**config.mk**
```make
export PLATFORM = sky130hd
export DESIGN_NAME = probe_link_hub
export DESIGN_NICKNAME = d
export VERILOG_FILES = /design/src/rtl/probe_link_hub.sv
export SDC_FILE = /design/constraint.sdc
export NUM_CORES = 1
export LEC_CHECK = 0
export BUFFER_PORTS_ARGS = -buffer_cell sky130_fd_sc_hd__buf_2
export CAP_MARGIN = 20
export CELL_PAD_IN_SITES_DETAIL_PLACEMENT = 1
export CELL_PAD_IN_SITES_GLOBAL_PLACEMENT = 2
export CORE_UTILIZATION = 41
export DETAILED_ROUTE_END_ITERATION = 8
export PLACE_DENSITY = 0.83
export SYNTH_ARGS = -nofsm -noshare
export SYNTH_HDL_FRONTEND = slang
export SYNTH_SLANG_ARGS = --single-unit
```
**constraint.sdc**
```tcl
create_clock -name UCLK -period 3.3 [get_ports UCLK]
set_input_delay 0.33 -clock UCLK [delete_from_list [all_inputs] [get_ports UCLK]]
set_output_delay 0.33 -clock UCLK [all_outputs]
set_load 0.01 [all_outputs]
```
**src/rtl/probe_link_hub.sv**
```systemverilog
// Host-side end of the serial probe link: down-link command strobe, up-link word
// capture with one-deep hold for burst-end tagging, and an output FIFO.
module probe_link_hub #(
  parameter int unsigned FIFO_DEPTH = 4,
  parameter int unsigned CMD_GAP    = 0
) (
  input  logic        UCLK,
  input  logic        URST,
  input  logic        HCMD_VALID,
  input  logic [18:0] HCMD,
  output logic        HCMD_READY,
  output logic        CMDEN,
  output logic [18:0] CMD,
  input  logic [31:0] DATAUP,
  input  logic        DATAVALID,
  output logic        ACK,
  input  logic        DELAY,
  output logic        OUT_VALID,
  output logic [33:0] OUT_DATA,
  input  logic        OUT_READY,
  output logic        BUSY,
  output logic [15:0] BURSTCNT,
  output logic [7:0]  ERRCNT
);

  localparam int unsigned PtrW = (FIFO_DEPTH > 1) ? $clog2(FIFO_DEPTH) : 1;
  localparam int unsigned CntW = PtrW + 1;
  localparam logic [CntW-1:0] FullCnt = CntW'(FIFO_DEPTH);
  localparam logic [7:0] GapLoad = 8'(CMD_GAP);

  // Down link
  logic [7:0]  gap_q, gap_d;
  logic        cmden_q;
  logic [18:0] cmd_q;
  logic        cmd_accept;

  assign HCMD_READY = URST && (gap_q == 8'd0);
  assign cmd_accept = HCMD_VALID && HCMD_READY;
  assign CMDEN      = cmden_q;
  assign CMD        = cmd_q;

  // gap counts the idle cycles that must follow each CMDEN pulse
  always_comb begin
    gap_d = gap_q;
    if (cmd_accept) begin
      gap_d = GapLoad;
    end else if (gap_q != 8'd0) begin
      gap_d = gap_q - 8'd1;
    end
  end

  always_ff @(posedge UCLK or negedge URST) begin
    if (!URST) begin
      gap_q   <= 8'd0;
      cmden_q <= 1'b0;
      cmd_q   <= 19'd0;
    end else begin
      gap_q   <= gap_d;
      cmden_q <= cmd_accept;
      if (cmd_accept) begin
        cmd_q <= HCMD;
      end
    end
  end

  // Up link
  logic        hold_valid_q, hold_valid_d;
  logic [31:0] hold_word_q;
  logic        hold_err_q;
  logic        word_err;
  logic [12:0] word_pad;
  logic [2:0]  word_code;

  logic [33:0]     fifo_q [FIFO_DEPTH];
  logic [PtrW-1:0] wr_ptr_q, rd_ptr_q;
  logic [CntW-1:0] count_q, count_d;
  logic            fifo_full;
  logic            push, push_last, pop;
  logic [33:0]     push_entry;

  logic [15:0] burst_q;
  logic [7:0]  err_q;

  assign word_pad  = DATAUP[15:3];
  assign word_code = DATAUP[2:0];
  assign word_err  = (word_pad != 13'h1FFF) || (word_code == 3'd0) || (word_code > 3'd3);

  assign fifo_full = (count_q == FullCnt);
  assign OUT_VALID = (count_q != '0);
  assign OUT_DATA  = fifo_q[rd_ptr_q];
  assign pop       = OUT_VALID && OUT_READY;

  // Registered count only: a pop in the same cycle does not open a slot for ACK
  assign ACK = URST && DATAVALID && (!hold_valid_q || !fifo_full);

  always_comb begin
    push         = 1'b0;
    push_last    = 1'b0;
    hold_valid_d = hold_valid_q;
    if (ACK) begin
      push         = hold_valid_q;
      hold_valid_d = 1'b1;
    end else if (!DATAVALID && hold_valid_q && (!fifo_full || pop)) begin
      // Source went idle: the held word closes the burst
      push         = 1'b1;
      push_last    = 1'b1;
      hold_valid_d = 1'b0;
    end
  end

  assign push_entry = {hold_err_q, push_last, hold_word_q};

  always_comb begin
    count_d = count_q;
    unique case ({push, pop})
      2'b10:   count_d = count_q + CntW'(1);
      2'b01:   count_d = count_q - CntW'(1);
      default: count_d = count_q;
    endcase
  end

  always_ff @(posedge UCLK or negedge URST) begin
    if (!URST) begin
      hold_valid_q <= 1'b0;
      hold_word_q  <= 32'd0;
      hold_err_q   <= 1'b0;
      wr_ptr_q     <= '0;
      rd_ptr_q     <= '0;
      count_q      <= '0;
      burst_q      <= 16'd0;
      err_q        <= 8'd0;
      for (int unsigned i = 0; i < FIFO_DEPTH; i++) begin
        fifo_q[i] <= 34'd0;
      end
    end else begin
      hold_valid_q <= hold_valid_d;
      if (ACK) begin
        hold_word_q <= DATAUP;
        hold_err_q  <= word_err;
      end
      if (push) begin
        fifo_q[wr_ptr_q] <= push_entry;
        wr_ptr_q         <= wr_ptr_q + PtrW'(1);
      end
      if (pop) begin
        rd_ptr_q <= rd_ptr_q + PtrW'(1);
      end
      count_q <= count_d;
      if (push && push_last) begin
        burst_q <= burst_q + 16'd1;
      end
      if (push && hold_err_q && (err_q != 8'hFF)) begin
        err_q <= err_q + 8'd1;
      end
    end
  end

  assign BUSY     = DELAY || hold_valid_q || OUT_VALID;
  assign BURSTCNT = burst_q;
  assign ERRCNT   = err_q;

endmodule

```
After elaboration in Yosys (flattened, before gate mapping). Cells that the tools add are included.

$add $sub $neg: 7. $mul: 0. Div/mod/pow operators: 0. Magnitude comparators: 4. Equal/unequal tests: 5. Shifts and indexed selects: 0. Mux-type cells: 14. Bitwise gates (word level): 2. Reductions and logical operators: 27.

Operators by type and width (count): bitwise mux 136 bit (1); two-way mux 34 bit (3); binary-select mux 34 bit (select 2 bit) (1); demux 34 bit (select 2 bit) (1); adder 16 x 1 -> 16 bit (second input constant) (1); two-way mux 8 bit (2); != test 13 bit (second input constant) (1); logical AND 1 bit (11); adder 8 x 1 -> 8 bit (second input constant) (1); zero test 8 bit (1); != test 8 bit (second input constant) (1); nonzero test 8 bit (1); subtractor 8 x 1 -> 8 bit (second input constant) (1); >= comparator 3 bit (second input constant) (2); logical OR 1 bit (6); NOT 2 -> 3 bit (2); one-hot mux 3 bit (2 select lines) (1); nonzero test 2 bit (3); two-way mux 1 bit (5); adder 2 x 1 -> 2 bit (second input constant) (2); adder 3 x 1 -> 3 bit (second input constant) (1); == test 3 bit (second input constant) (1); greater-than comparator 3 x 2 -> 1 bit (second input constant) (1); zero test 1 bit (3); other kinds (6) (6).

Register bits: 229. Latch bits: 0. Bits in writable memories: 0. Memory bits (read-only): 0. Input port bits: 57. Output and inout port bits: 82. Logic and storage cells: 74. Memories kept: 0.

Logic depth before layout (Yosys ltp). Gate-level depths: netlist of run 1.

Depth after elaboration: 8. Gate-level depth with buffers: 9. Mapped depth without buffers: 9.

Worst setup path after synthesis of run 1. Ideal clock, no wire load.

Kind: register to register. From: reg count_q[0]. To: reg count_q[2]. Library setup time: 79 ps. Data arrival time: 2270 ps. Data required time: 3221 ps. Slack: 951 ps. Cell stages (with the launch flop): 10. Clock period less this slack: 2349 ps. Cell sequence: dfrtp_1 -> nor3b_1 -> o22ai_4 -> inv_2 -> ha_1 -> inv_1 -> fa_1 -> xor2_1 -> nor2_1 -> xor2_1.

Longest elaborated chain between the ends: 8. Elaborated cells between the ends (all ways): 16. Classes of those cells: 2 x add/sub; 3 x eq/ne; 3 x mux; 8 x reduce/logical.

Ends and longest elaborated chain: start, declared (line 76) `logic [CntW-1:0] count_q, count_d;`; start signal, assigned (line 148) `count_q <= count_d;`; == test 3 bit / nonzero test 3 bit (equally long branches) (line 88, 89); zero test 1 bit / logical AND 1 bit (equally long branches) (line 94, 103, 91); logical OR 1 bit (line 103) `end else if (!DATAVALID && hold_valid_q && (!fifo_full || pop)) begin`; logical AND 1 bit (line 103); two-way mux 1 bit (line 103); two-way mux 1 bit (line 100) `if (ACK) begin`; == test 2 x 1 -> 1 bit / == test 2 bit (equally long branches) (line 115) `unique case ({push, pop})`; one-hot mux 3 bit (2 select lines) / nonzero test 2 bit (equally long branches).

Several ways; a longest one is shown, not always the timed one. A chain may end at the register's enable or synchronous reset.

Final worst setup path of run 1.
From: reg gap_q[0]. To: out HCMD_READY.

Longest elaborated chain between the ends: 2.

Ends and longest elaborated chain: start, declared (line 32) `logic [7:0] gap_q, gap_d;`; start signal, assigned (line 58) `gap_q <= gap_d;`; zero test 8 bit (line 37) `assign HCMD_READY = URST && (gap_q == 8'd0);`; logical AND 1 bit (line 37); end, declared (line 11) `output logic HCMD_READY,`.

Every way passes these cells.

==> results.tsv, run 1 <==
stage	metric	value	unit
synthesis	synth_seq_cells	229	
timing	finalSetupViolations	0	
cts	root_buffer	clkbuf_16	
critical_path	crit_type	register to output pin	
critical_path	critical_path_required	2.97	ns
hold_path	hold_start	DATAUP[27]	
hold_path	hold_depth	2	
synthesis	synthDominantCellAreaShare	0.5816	
place	hpwlAfterDp	14820	um
cts	numCtsBuffers	25	
place	place_congestion	0.7779	
timing	skew	0.01492	ns
cts	cts-resized-gates	0	
synthesis	synth_cell_types	44	
timing	fin_crit	2.826	ns
timing	tightestPinTransition	0.9705	ns
critical_path	start_kind	register	
die	dieArea	24660	um^2
cts	cts_tree	built	
global_route	track_usage	0.1924	
power_and_ir_drop	p_leak	0.005297	uW
global_route	grt_pass1_vias	6555	
outcome	status	finished clean	
cts	holdBufCountCts	0	
critical_path	crit_slowest_cell	or3b_2	
critical_path	cp_data_arrival_time	2.50	ns
die	start_util	0.4185	
timing	max_freq	0.3539	GHz
cells_and_area	final_common_cell	dfrtp_1	
cells_and_area	post-route-util	0.4988	
synthesis	synth_top_area_cell	dfrtp_1	
critical_path	crit_chain	inv_1, ha_1, or3b_2, nor2_1, and2_1, buf_2	
power_and_ir_drop	irDropWorstVdd	0.3403	mV
cells_and_area	seq_area	5733	um^2
power_and_ir_drop	p_int	7788	uW
critical_path	reg2reg_from	count_q[0]	
power_and_ir_drop	powerDensity	968.4	nW/um^2
critical_path	reg2reg_depth	9	
routing	drt_first_pass_iters	4	
power_and_ir_drop	swShare	0.3152	
timing	fin_crit_sh	0.8563	
timing	rsz0062_at_grt	false	
die	io_pins	139	
timing	maxSlewViolCount	0	
routing	route.detailed.wl_per_inst	20.15	um
cells_and_area	drive_gt1_frac	0.5239	
synthesis	seq_area_frac_synth	0.5816	
cts	clk-insertion-delay-late	0.52	ns
routing	drt-initial-drc-count	190	
synthesis	syn-cell-area	9853	um^2
synthesis	syn_area_per_cell	15.74	um^2
routing	ant_nets	0	
cts	postCtsSetupBuffers	0	
place	io_buffers	138	
critical_path	critPathCaptureType	output pin	
cts	clockBufferDepth	3	
die	core	23540	um^2
cells_and_area	fill_cells	2366	
timing	finalHoldViolCount	0	
routing	drcViolationCount	0	
critical_path	crit_family	simple AND/OR/NAND/NOR gates	
job	drv_cap	0	
hold_path	hp-class	input port to register	
die	die_h	157.0	um
cells_and_area	n_antenna_cell	0	
timing	setup_tns	0	ns
cells_and_area	fin_nets	844	
global_route	antenna_found_initial	0	
routing	vias	5836	
cells_and_area	final_cell_mix	227 x dfrtp_1, 178 x mux2_2, 137 x buf_2	
die	rows	56	
cts	cts.sink_count	229	
cts	htreeDepth	1	
cts	clk_pin_slew	0.06	ns
critical_path	worstPathMaxFanout	8	
die	die_width	157.0	um
synthesis	syn_inst	626	
cells_and_area	area_delta_synth_final	19.17	%
synthesis	syn_nets	692	
routing	wirelength	22460	um
timing	max-slew-margin-rel	0.3530	
hold_path	holdPathEnd	hold_word_q[27]	
critical_path	rr_endpoint	count_q[2]	
global_route	grt_pass1_wl	36820	um
critical_path	reg2reg_slack	0.79	ns
synthesis	synth_area_leaders	dfrtp_1 58%, mux2_2 20%, mux4_2 7.8%	
synthesis	synth-warning-count	0	
routing	vias_per_cell	5.234	
power_and_ir_drop	power_frac_seq	0.413	
power_and_ir_drop	combPwrFrac	0.340	
power_and_ir_drop	p_switching	3584	uW
power_and_ir_drop	pwr-share-clk	0.247	
global_route	grt_max_degree	86	
cells_and_area	multi_input_area	3884	um^2
critical_path	critPathMaxStageDelay	0.52	ns
critical_path	path_buf_inv	2	
global_route	overflow	0	
==> registers in the layout, summed over array words and instances, names as in the netlist, 2 cells and up <==
name and cells:
BURSTCNT 16, CMD 19, ERRCNT 8, count_q 3, fifo_q 136, gap_q 8, hold_word_q 32, rd_ptr_q 2
wr_ptr_q 2
==> final cells by class <==
cell class / instances / share of cell area
clock buffer: 36 / 0.06276
clock inverter: 9 / 0.008737
inverter: 11 / 0.003516
multi-input combinational: 360 / 0.3307
sequential: 229 / 0.4882
tap: 319 / 0.03399
timing repair buffer: 151 / 0.07203
==> synthesized netlist by cell type (all sizes together) <==
master,n
dfrtp,229
mux2,186
mux4,34
buf,21
nand2,19
xnor2,15
xor2,15
nand4,12
inv,11
nor2,11
nor3,9
ha,8
nand3,8
clkbuf,5
a22o,4
nor4,4
o21ai,4
a21oi,3
or3,3
or4,3
and2,2
nand2b,2
nand4b,2
nor3b,2
nor4b,2
o211ai,2
o22ai,2
a21o,1
and4,1
fa,1
mux2i,1
nand3b,1
nor2b,1
or3b,1
or4b,1
==> layer usage <==
layer,vias up,share of wire,track usage
met5,-,0,0
met4,0,0.015,0.04346
met3,28,0.035,0.02863
met2,89,0.52,0.3338
met1,3120,0.43,0.2551
li1,2599,-,-
==> power by group through the flow <==
stage,combinational (uW),clock [uW],sequential [uW]
floorplan,2790,0,4450
global placement,3790,0,4590
detailed placement,3940,0,4750
CTS,3970,2900,4710
global route,4210,2990,4870
finish,3870,2800,4700
==> through the flow <==
stage	power [uW]	hold slack [ns]	setup WS [ns]	area, um^2	instances
floorplan	7243	0.03441	0.9508	9853	626
global placement	8373	0.4668	0.8445	10870	1068
detailed placement	8690	0.4802	0.7494	10870	1068
CTS	11580	0.01604	0.4425	11710	1113
finish	11370	0.03996	0.4743	11740	1115
global route	12070	0.02636	0.3387	11740	1115
==> worst max-delay path by stage <==
stage,start,end,slack (ns),depth (start not counted)
after detailed placement,count_q[0],count_q[2],0.75,9
after global placement,count_q[0],count_q[2],0.84,9
after global routing,gap_q[0],HCMD_READY,0.34,6
final,gap_q[0],HCMD_READY,0.47,6
after floorplan,count_q[0],count_q[2],0.95,9
after CTS,gap_q[0],HCMD_READY,0.44,6
==> cells by family after synthesis <==
| kind of cell | count (synthesis) | synth area share |
|---|---|---|
| fa+ha+maj | 9 | 0.01219 |
| mux | 221 | 0.2913 |
| simple gates | 84 | 0.05028 |
| flops | 229 | 0.5816 |
| buf+inv | 37 | 0.02552 |
| xor+xnor | 30 | 0.02667 |
| compound gates | 16 | 0.01244 |
==> worst reg2reg max path: stages (launching register included) <==
cell     delay (ns)
dfrtp_1        0.44
nor4b_2        0.54
o22ai_4        0.24
inv_2          0.18
ha_1           0.20
inv_1          0.06
fa_1           0.37
xor2_1         0.15
nor2_1         0.11
xor2_1         0.16
No activity file was read; power rests on OpenSTA's default activity.
==> run 2: changes to the inputs <==
REMOVE_ABC_BUFFERS = 1   (was not set)
==> run 2 against run 1 <==
Clock skew shrank 0.0069 ns. Sequential power hardly changed. Sequential share of layout area rose by 0.16 points. Die area is the same. Non-clock buffer count decreased by 5. Routed wire length down 0.86%. Cell count decreased by 0.36%. Hold slack better by 0.0073 ns. Highest routed layer unchanged.
==> results.tsv, run 2 (synthesized netlist as in run 1, its figures left out) <==
stage	metric	value	unit	change
global_route	grt_pass1_vias	6638		was 6555
hold_path	hp-class	input port to register		unchanged
critical_path	rr_endpoint	count_q[2]		unchanged
global_route	track_usage	0.1888		was 0.1924
place	place_congestion	0.7257		was 0.7779
critical_path	critical_path_required	2.97	ns	about the same
die	io_pins	139		unchanged
cts	clk-insertion-delay-late	0.51	ns	was 0.52 ns
cts	htreeDepth	1		unchanged
critical_path	critPathCapture	HCMD_READY		unchanged
timing	finalSetupViolations	0		unchanged
timing	fin_hold_ws	0.04723	ns	was 0.03996 ns
job	drv_cap	0		unchanged
cells_and_area	n_antenna_cell	0		unchanged
outcome	status	finished clean		unchanged
cts	cts_tree	built		unchanged
critical_path	crit_cells	6		unchanged
cts	root_buffer	clkbuf_16		unchanged
global_route	antenna_found_initial	0		unchanged
cells_and_area	area_delta_synth_final	18.79	%	was 19.17%
die	dieArea	24660	um^2	unchanged
cts	numCtsBuffers	26		was 25
cts	postCtsSetupBuffers	0		unchanged
place	place_ws	0.7081	ns	was 0.7494 ns
cells_and_area	seq_area	5733	um^2	unchanged
critical_path	cp_data_arrival_time	2.42	ns	was 2.50 ns
critical_path	crit_family	simple AND/OR/NAND/NOR gates		unchanged
place	io_buffers	138		unchanged
routing	ant_nets	0		unchanged
cells_and_area	post-route-util	0.4972		was 0.4988
routing	drt-initial-drc-count	255		was 190
power_and_ir_drop	p_leak	0.005267	uW	was 0.005297 uW
routing	wirelength	22270	um	was 22460 um
timing	rsz0062_at_grt	false		unchanged
global_route	overflow	0		unchanged
power_and_ir_drop	powerDensity	973.9	nW/um^2	was 968.4 nW/um^2
cts	clockBufferDepth	3		unchanged
timing	max-slew-margin-rel	0.2840		was 0.3530
critical_path	crit_slowest_cell	or3b_2		unchanged
timing	setup_tns	0	ns	unchanged
cells_and_area	fill_cells	2366		unchanged
die	rows	56		unchanged
critical_path	reg2reg_slack	0.71	ns	was 0.79 ns
timing	worst_slack	0.5527	ns	was 0.4743 ns
timing	fin_crit_sh	0.8325		was 0.8563
cells_and_area	regMostFlops	fifo_q		unchanged
timing	fin_crit	2.747	ns	was 2.826 ns
critical_path	crit_chain	inv_1, ha_1, or3b_2, nor2_1, and2_1, buf_2		unchanged
cts	clk_pin_slew	0.06	ns	about the same
cells_and_area	final_cell_mix	227 x dfrtp_1, 178 x mux2_2, 137 x buf_2		unchanged
global_route	grt_max_degree	174		was 86
critical_path	start_kind	register		unchanged
die	start_util	0.4185		unchanged
routing	route.detailed.wl_per_inst	20.04	um	was 20.15 um
critical_path	reg2reg_from	count_q[0]		unchanged
critical_path	reg2reg_depth	9		unchanged
critical_path	critPathMaxStageDelay	0.53	ns	was 0.52 ns
critical_path	crit_type	register to output pin		unchanged
critical_path	worstPathMaxFanout	8		unchanged
routing	drcViolationCount	0		unchanged
routing	drt_first_pass_iters	4		unchanged
routing	vias	5757		was 5836
critical_path	critPathCaptureType	output pin		unchanged
cts	cts.sink_count	229		unchanged
timing	tightestPinTransition	1.074	ns	was 0.9705 ns
routing	vias_per_cell	5.182		was 5.234
cells_and_area	drive_gt1_frac	0.5202		was 0.5239
die	core	23540	um^2	unchanged
timing	finalHoldViolCount	0		unchanged
timing	skew	0.008027	ns	was 0.01492 ns
timing	maxSlewViolCount	0		unchanged
cts	cts-resized-gates	0		unchanged
timing	max_freq	0.3640	GHz	was 0.3539 GHz
die	die_width	157.0	um	unchanged
hold_path	hold_depth	2		unchanged
critical_path	startpoint	gap_q[0]		unchanged
cells_and_area	final_common_cell	dfrtp_1		unchanged
cells_and_area	fin_nets	840		was 844
place	hpwlAfterDp	14130	um	was 14820 um
power_and_ir_drop	total_power	11400	uW	was 11370 uW
global_route	grt_pass1_wl	36210	um	was 36820 um
cells_and_area	largest_reg_flops	136		unchanged
cells_and_area	multi_input_area	3884	um^2	unchanged
critical_path	path_buf_inv	2		unchanged
die	die_h	157.0	um	unchanged
power_and_ir_drop	irDropWorstVdd	0.4516	mV	was 0.3403 mV
==> run 2: cell types whose count changed in the layout (fill, tap and decap cells not counted), sizes merged <==
cell	change
buf	-5
clkinv	-2
clkinvlp	+2
inv	-1
clkbuf	+2
==> run 2: repair_timing <==
action / 4_1_cts / 5_1_grt
hold buffers: 1 / 0
setup endpoints to repair: 0 / 0
hold endpoints to repair: 30 / 0
==> run 2: worst min path at each step <==
stage | start | to | slack (ns)
global route | HCMD[0] | CMD[0] | 0.03
floorplan | URST | BURSTCNT[0] | 0.03
CTS | DATAUP[24] | hold_word_q[24] | 0.03
global placement | URST | hold_valid_q | 0.20
finish | DATAUP[18] | hold_word_q[18] | 0.05
detailed placement | URST | hold_valid_q | 0.21
==> run 2: area by class of cell <==
type | instances | share of cell area
flip-flops and latches | 229 | 0.4898
inverters | 11 | 0.003528
clock inverters | 8 | 0.008124
well taps | 319 | 0.03410
multi-input cells | 360 | 0.3318
clock buffers | 38 | 0.06638
repair buffers | 146 | 0.06627
==> run 2: per-layer routing <==
layer  GRT usage  routed length (um)  vias up  share of wire
met5           0                   0        -              0
met4     0.04854                 508        0          0.023
met3     0.02919                 701       35          0.031
met2      0.3316               11620       92           0.52
met1      0.2438                9436     3036           0.42
li1            -                   -     2594              -
==> run 2: through the flow <==
stage	cells	area, um^2
after global routing	1111	11710
final	1111	11710
after CTS	1111	11710
after detailed placement	1064	10820
after floorplan	600	9643
after global placement	1064	10820
==> run 2: report_power, final <==
part / internal (uW) / leakage (uW) / switching, uW / total (uW)
clock network: 1780 / 0.000426 / 1110 / 2890
registers: 3910 / 0.00275 / 811 / 4720
logic: 2140 / 0.00209 / 1650 / 3790
